**config.mk**
```make
export PLATFORM = sky130hd
export DESIGN_NAME = layer3_stream_ctrl
export DESIGN_NICKNAME = d
export VERILOG_FILES = /design/src/rtl/layer3_pkg.sv /design/src/rtl/layer3_out_skid.sv /design/src/rtl/layer3_stream_ctrl.sv
export SDC_FILE = /design/constraint.sdc
export NUM_CORES = 1
export LEC_CHECK = 0
export ABC_AREA = 1
export BUFFER_PORTS_ARGS = -buffer_cell sky130_fd_sc_hd__buf_2
export CAP_MARGIN = 10
export CORE_AREA = 2 2 258 260
export CTS_CLUSTER_DIAMETER = 60
export DETAILED_ROUTE_END_ITERATION = 10
export DIE_AREA = 0 0 260 262
export GPL_TIMING_DRIVEN = 0
export PLACE_DENSITY_LB_ADDON = 0.15
export SLEW_MARGIN = 20
export SYNTH_ARGS = -nofsm -noshare
export SYNTH_HDL_FRONTEND = slang
export SYNTH_SLANG_ARGS = --single-unit
```
**constraint.sdc**
```tcl
create_clock -name CK -period 16.2 [get_ports CK]
set_clock_uncertainty 0.1 [all_clocks]
set_input_delay 0.81 -clock CK [delete_from_list [all_inputs] [get_ports CK]]
set_output_delay 0.81 -clock CK [all_outputs]
set_load 0.01 [all_outputs]
```
**src/rtl/layer3_pkg.sv**
```systemverilog
// rtl/layer3_pkg.sv - shared constants and types for the layer-3 stream controller
package layer3_pkg;

    localparam int DEPTH = 208;
    localparam int AW    = 8;
    localparam int DW    = 128;

    // Counter-width forms of the frame bounds, so compares stay at AW bits
    localparam logic [AW-1:0] DEPTH_CNT = AW'(DEPTH);
    localparam logic [AW-1:0] LAST_IDX  = AW'(DEPTH - 1);

    typedef enum logic [1:0] {
        IDLE,
        ACTIVE,
        FLUSH
    } state_t;

    typedef logic [DW-1:0] word_t;

endpackage

```
**src/rtl/layer3_out_skid.sv**
```systemverilog
// rtl/layer3_out_skid.sv - 2-entry register FIFO holding words read back from port B
module layer3_out_skid
    import layer3_pkg::*;
(
    input  logic       clk,
    input  logic       rst,
    input  logic       push,
    input  word_t      push_data,
    input  logic       pop,
    output logic [1:0] count,
    output word_t      head
);

    word_t mem [2];
    logic  wr_ptr;
    logic  rd_ptr;

    // Head is read straight from storage, so it cannot change until it is popped
    assign head = mem[rd_ptr];

    // Storage, pointers and occupancy; the issue logic never pushes into a full buffer
    always_ff @(posedge clk or posedge rst) begin
        if (rst) begin
            mem[0] <= '0;
            mem[1] <= '0;
            wr_ptr <= 1'b0;
            rd_ptr <= 1'b0;
            count  <= 2'd0;
        end else begin
            if (push) begin
                mem[wr_ptr] <= push_data;
                wr_ptr      <= ~wr_ptr;
            end
            if (pop) begin
                rd_ptr <= ~rd_ptr;
            end
            case ({push, pop})
                2'b10:   count <= count + 2'd1;
                2'b01:   count <= count - 2'd1;
                default: count <= count;
            endcase
        end
    end

endmodule

```
**src/rtl/layer3_stream_ctrl.sv**
```systemverilog
// rtl/layer3_stream_ctrl.sv - writes a frame into the layer-3 SRAM and streams it back out
module layer3_stream_ctrl
    import layer3_pkg::*;
(
    input  logic          CK,
    input  logic          rst,
    input  logic          start,
    input  logic          in_valid,
    output logic          in_ready,
    input  logic [DW-1:0] in_data,
    output logic          out_valid,
    input  logic          out_ready,
    output logic [DW-1:0] out_data,
    output logic          out_last,
    output logic          frame_done,
    output logic          busy,
    output logic [AW-1:0] sram_a,
    output logic          sram_wean,
    output logic          sram_oea,
    output logic [DW-1:0] sram_dia,
    output logic [AW-1:0] sram_b,
    output logic          sram_webn,
    output logic          sram_oeb,
    output logic [DW-1:0] sram_dib,
    input  logic [DW-1:0] sram_dob
);

    state_t        state;
    logic [AW-1:0] wr_cnt;
    logic [AW-1:0] rd_issue;
    logic [AW-1:0] rd_cnt;
    logic          inflight;
    logic          wr_fire;
    logic          rd_fire;
    logic          pop;
    logic [1:0]    occ;
    word_t         head;

    // Write side: port A follows the write counter, data only driven on a real write
    assign in_ready  = (state == ACTIVE) && (wr_cnt < DEPTH_CNT);
    assign wr_fire   = in_valid && in_ready;
    assign sram_wean = ~wr_fire;
    assign sram_a    = wr_cnt;
    assign sram_dia  = wr_fire ? in_data : '0;
    assign sram_oea  = 1'b0;

    // Output side
    assign out_valid = (occ != 2'd0);
    assign pop       = out_valid && out_ready;
    assign out_data  = head;
    assign out_last  = out_valid && (rd_cnt == LAST_IDX);
    assign busy      = (state != IDLE);

    // Read issue: only words already written, and only when the buffer slot is
    // guaranteed (a pop this cycle frees one, which sustains one word per cycle)
    assign rd_fire = (state != IDLE) && (rd_issue < wr_cnt) &&
                     (({1'b0, occ} + {2'b0, inflight}) < (3'd2 + {2'b0, pop}));
    assign sram_oeb  = rd_fire;
    assign sram_webn = 1'b1;
    assign sram_dib  = '0;

    // When port B is idle during a write, park it one past the write address so
    // the two ports never present the same address while port A writes
    assign sram_b = (wr_fire && !rd_fire) ? (wr_cnt + AW'(1)) : rd_issue;

    layer3_out_skid u_skid (
        .clk       (CK),
        .rst       (rst),
        .push      (inflight),
        .push_data (sram_dob),
        .pop       (pop),
        .count     (occ),
        .head      (head)
    );

    // Frame sequencing, pointer advance and completion pulse
    always_ff @(posedge CK or posedge rst) begin
        if (rst) begin
            state      <= IDLE;
            wr_cnt     <= '0;
            rd_issue   <= '0;
            rd_cnt     <= '0;
            inflight   <= 1'b0;
            frame_done <= 1'b0;
        end else begin
            frame_done <= 1'b0;
            inflight   <= rd_fire;
            if (wr_fire) wr_cnt   <= wr_cnt + AW'(1);
            if (rd_fire) rd_issue <= rd_issue + AW'(1);
            if (pop)     rd_cnt   <= rd_cnt + AW'(1);
            case (state)
                IDLE: begin
                    if (start) state <= ACTIVE;
                end
                ACTIVE: begin
                    if (wr_fire && (wr_cnt == LAST_IDX)) state <= FLUSH;
                end
                FLUSH: begin
                    if (pop && out_last) begin
                        state      <= IDLE;
                        wr_cnt     <= '0;
                        rd_issue   <= '0;
                        rd_cnt     <= '0;
                        inflight   <= 1'b0;
                        frame_done <= 1'b1;
                    end
                end
                default: state <= IDLE;
            endcase
        end
    end

endmodule

```
# After elaboration in Yosys (flattened, before gate mapping)
# Cells that the tools add are included.
# W data, S select, Z words.
# totals
ff_bits,288
output_inout_bits,409
# classes
n_addsub,7
magnitude_cmp,6
eq_ne,9
mux,26
bitwise,5
reduce_logical,16
# op_table
op,count
$mux W128,5
$bwmux W256,1
$demux W128 S1,1
$mux W8,10
$add A8 B1 Y8 const B,3
$eq A8 B8 Y1 const B,2
$logic_and A1 B1 Y1,10
$lt A8 B8 Y1,1
$lt A8 B8 Y1 const B,1
$mux W2,3
$pmux W2 S3,1
$reduce_bool A2 Y1,3
$eq A2 B1 Y1 const B,2
$eq A2 B2 Y1 const B,2
$ge A2 B2 Y1 const B,2
$mux W1,4
$ne A2 B2 Y1 const B,2
$not A1 Y2,2
$pmux W2 S2,1
$add A2 B1 Y3,1
$add A2 B1 Y3 const A,1
$lt A3 B3 Y1,1
$not A1 Y1,3
$reduce_and A3 Y1,1
6 further kinds,6

# Depth between registers and ports, before layout
# logic_depth
depth_word,8
mapped_depth,12

# Hierarchy
# Synthesis repeated with hierarchy kept, for this count alone.
# unflattened
hier_cells,2056
area_unflattened_um2,15892.7
# modules_own_cells
mod,instances,cells_per_inst,area_each_um2,seq_area_each_um2
layer3_out_skid,1,1388,11895.2,6506.2
layer3_stream_ctrl,1,668,3997.6,700.7

# Worst setup path before layout
# OpenSTA, ideal clock, no wires.
# synth_path
path_kind,register -> output
startpoint,"reg wr_cnt[7], in the netlist sram_a[7]"
endpoint,out sram_b[7]
t_arrival_ns,1.705
setup_slack_ns,13.585
path_stages_with_launch,11
cell_sequence,dfrtp_1 > inv_1 > ha_1 > nand2_1 > nand3b_4 > nor2_4 > nand3_4 > nand2_4 > buf_12 > nand2_2 > nand2_1
# synth_via
elab_chain_len,6
elab_cells_between_ends,10
classes_between,add/sub: 1; order compare: 2; mux: 1; reduce/logical: 6
# synth_rtl
item,line_no,text
"start, declared",layer3_stream_ctrl.sv:29,logic [AW-1:0] wr_cnt;
"start signal, assigned",layer3_stream_ctrl.sv:88,if (wr_fire) wr_cnt <= wr_cnt + AW'(1);
$lt A8 B8 Y1,layer3_stream_ctrl.sv:56,assign rd_fire = (state != IDLE) && (rd_issue < wr_cnt) &&
$logic_and A1 B1 Y1 (2 in series),layer3_stream_ctrl.sv:56,
$logic_not A1 Y1,layer3_stream_ctrl.sv:64,assign sram_b = (wr_fire && !rd_fire) ? (wr_cnt + AW'(1)) : rd_issue;
$logic_and A1 B1 Y1,layer3_stream_ctrl.sv:64,
$mux W8 *,layer3_stream_ctrl.sv:64,
"end, declared",layer3_stream_ctrl.sv:21,"output logic [AW-1:0] sram_b,"
# Every way passes the cells marked *; elsewhere a longest branch is shown, timed or not.

# Final worst setup path
# layout_path
startpoint,reg u_skid.rd_ptr
endpoint,out out_data[1]
# layout_via
elab_chain_len,4
# layout_rtl
item,line_no,text
"start, declared",layer3_out_skid.sv:16,logic rd_ptr;
"start signal, assigned",layer3_out_skid.sv:35,rd_ptr <= ~rd_ptr;
$not A1 Y2 (not written as such),layer3_out_skid.sv:19,assign head = mem[rd_ptr];
$mux W128 (not written as such) (3 in series),layer3_out_skid.sv:19,
"end, declared",layer3_stream_ctrl.sv:13,"output logic [DW-1:0] out_data,"
# Every way passes these cells. The select of a mux whose other input is x is not followed.

==> impl_metrics.py <==
metrics = {
    "status": {
        "status": "completed",
    },
    "timing": {
        "fmax_mhz": 279,
        "period_needed_ps": 3590,
        "relSlewSlack": 0.357,
        "rsz0062_at_grt": "no",
        "setup_viol": 0,
        "fin_crit_sh": 0.221,
        "hold_viol": 0,
        "hold_slack_ps": 203,
        "fin_setup_tns_ps": 0,
        "slew_viol_final": 0,
        "worst_pin_slew_ps": 965,
    },
    "placement": {
        "dpl.hpwl_um": 46500,
        "io_buffer_count": 539,
        "place_congestion": 0.800,
    },
    "pwr": {
        "peakVddDrop_mv": 0.0794,
        "power.density_nw_per_um2": 205,
        "p_leak_uw": 0.0125,
    },
    "floorplanning": {
        "num_rows": 94,
        "die-area_um2": 68100,
        "core_area_um2": 65300,
        "chipWidth_um": 260,
        "start_util": 0.232,
        "fp.dieH_um": 262,
        "ios": 670,
    },
    "finish": {
        "areaGrowthSynthToFinish_pct": 38.3,
        "final_common_cell": "nand2_1",
        "fillCellCount": 7148,
        "final_cell_mix": "705 x nand2_1, 554 x buf_2, 297 x inv_1",
        "final_nets": 3044,
        "drive_above_1_share": 0.288,
    },
    "synth": {
        "synth_area_leaders": "dfrtp_1 47%, nand2_1 17%, o21ai_0 8.2%",
        "synth_top_family_by_area": "simple AND/OR/NAND/NOR gates",
        "synth_mux_area_frac": 0,
        "synth-compound-area-share": 0.0974,
        "synth_cell_types": 38,
        "synth_warnings": 0,
        "synth_xor_area_frac": 0.00808,
        "synth_area_per_cell_um2": 7.38,
        "synthAdderAreaFrac": 0.0107,
        "synth_area_um2": 15200,
        "synth_top_area_share": 0.475,
        "synth_ff_type": "dfrtp_1",
        "synthCells": 2055,
        "synthSimpleGateAreaFrac": 0.237,
        "synthArstFlopShare": 1.00,
        "yosysTopAreaCell": "dfrtp_1",
        "ys_seq_area_frac": 0.475,
        "synth_edf_count": 0,
        "synth_seq_cells": 288,
    },
    "clock_tree": {
        "post_cts_buffers": 0,
        "cts_tree": "built",
        "htreeDepth": 2,
        "postCtsHoldBufs": 0,
        "cts_resized": 0,
        "cts_root_buf": "clkbuf_16",
        "cts_buffers": 43,
        "clk_pin_slew_ps": 50,
        "worstSkewPairLatency_ps": 560,
        "ctsLongestPathBuffers": 3,
        "cts_sinks": 288,
    },
    "setup_path": {
        "end_kind": "output pin",
        "cp.arrival_ps": 2680,
        "rr_worst_depth": 7,
        "worstReg2RegEnd": "u_skid.mem[131]$_DFFE_PP0P_",
        "crit_slowest_cell": "clkbuf_1",
        "worstSetupPathType": "flip-flop to output pin",
        "critPathMaxFanout": 10,
        "cp_cell_sequence": "inv_1 -> clkbuf_1 -> clkbuf_1 -> nand2_1 -> nand2_1 -> buf_2",
        "ff2ff_setup_slack_ps": 13860,
        "cpLargestDelayFamily": "buffers and inverters",
        "slowest_delay_ps": 680,
        "r2r-start": "inflight$_DFF_PP0_",
        "critPathRequiredTime_ps": 15290,
        "start_kind": "flip-flop",
        "crit_buf_inv": 4,
    },
    "detailed_routing": {
        "top_layer": "met5",
        "drcViolationCount": 0,
        "wl_met1_um": 24200,
        "vias_per_cell": 4.05,
        "wl_per_cell_um": 16.5,
        "antenna_left": 0,
        "route.met2.wl_um": 31000,
        "firstDrtPassIters": 5,
        "vias": 14900,
        "wl_um": 60500,
        "met3_length_um": 3770,
        "drt_iter0_drc": 704,
    },
    "global_routing": {
        "track_usage": 0.170,
        "grt_pass1_wl_um": 87300,
        "grt_pass1_vias": 14400,
        "antenna_found_initial": 21,
        "grt_overflow": 0,
        "grt_max_degree": 82,
    },
    "flow_run": {
        "maxCapViolCount": 0,
    },
    "worst_hold_path": {
        "hp-class": "input port to async pin",
    },
}
cell usage after synthesis, types with 2 or more instances:
master      n
buf_4     137
conb_1      2
nand2_2     7
nand3_1    17
ha_1       13
o21ai_1    16
nand4_1     5
dfrtp_1   288
nand3_4     2
nor2_4      2
a21oi_1     7
o21ai_0   249
buf_1       7
nand2_1   705
buf_2      15
o21ai_2     6
nor3_1      2
inv_2       8
inv_1     298
nor2_1    163
clkbuf_1   71
buf_6       3
nor3b_1     2
nand2_4     4
xor2_1     13
how the worst max path moves through the flow:
stage | slack [ps] | cells past startpoint | from | to
after floorplan | 7340 | 1 | rst | frame_done$_DFF_PP0_
after global placement | 3570 | 2 | rst | u_skid.mem[202]$_DFFE_PP0P_
after detailed placement | 13010 | 6 | u_skid.rd_ptr$_DFFE_PP0P_ | out_data[7]
after CTS | 12390 | 6 | u_skid.rd_ptr$_DFFE_PP0P_ | out_data[7]
after global routing | 12180 | 6 | u_skid.rd_ptr$_DFFE_PP0P_ | out_data[1]
final | 12610 | 6 | u_skid.rd_ptr$_DFFE_PP0P_ | out_data[1]
power breakdown:
| group | leakage (uW) | total [uW] | internal (uW) | switching (uW) |
|---|---|---|---|---|
| clock | 0.000699 | 946 | 587 | 359 |
| combinational | 0.00833 | 2080 | 700 | 1380 |
| sequential | 0.00351 | 1280 | 1080 | 202 |
| total | 0.0125 | 4300 | 2360 | 1940 |
kinds of logic after synthesis:
family,count (synthesis)
XOR/XNOR,14
AND/OR/NAND/NOR,914
buffers and inverters,541
AO/OA/AOI/OAI,283
adder cells (fa/ha/maj),13
other,2
flip-flops,288
cell type report:
type	count	area, um^2	area share
antenna	7	17.5	0.000835
multi-input combinational	1354	5850	0.278
clock buffer	54	1190	0.0566
clock inverter	21	259	0.0123
sequential	288	7210	0.343
tap	864	1080	0.0515
inverter	307	1160	0.0553
timing repair buffer	542	2780	0.132
buffer	234	1450	0.0691
stage by stage:
step                      power [uW]  setup slack, ps  instance area [um^2]   util  cells
after floorplan                 2470             7340                 15700      -   2183
after global placement          3380             3570                 19400  0.298   3586
after detailed placement        3410            13010                 19500  0.299   3589
after CTS                       4390            12390                 21000  0.321   3664
after global routing            4690            12180                 21000  0.322   3670
final                           4300            12610                 21000  0.322   3671
metal layers:
metal | vias up | global-route usage
met1 | 6929 | 0.202
met5 | - | 0
met3 | 91 | 0.0344
met2 | 500 | 0.307
met4 | 2 | 0.0520
li1 | 7343 | -
worst reg2reg max path: cells and delay by family (launching register included):
family,cells,cell delay (ps)
flip-flops,1,460
AO/OA/AOI/OAI,1,120
buffers and inverters,4,1360
AND/OR/NAND/NOR,2,220
registers in the layout, summed over array words and instances (netlist names):
| name | count |
|---|---|
| frame_done | 1 |
| inflight | 1 |
| rd_cnt | 8 |
| rd_issue | 8 |
| sram_a | 8 |
| state | 2 |
| u_skid.count | 2 |
| u_skid.mem | 256 |
| u_skid.rd_ptr | 1 |
| u_skid.wr_ptr | 1 |
Note: power is estimated with default switching activity, not from simulation.
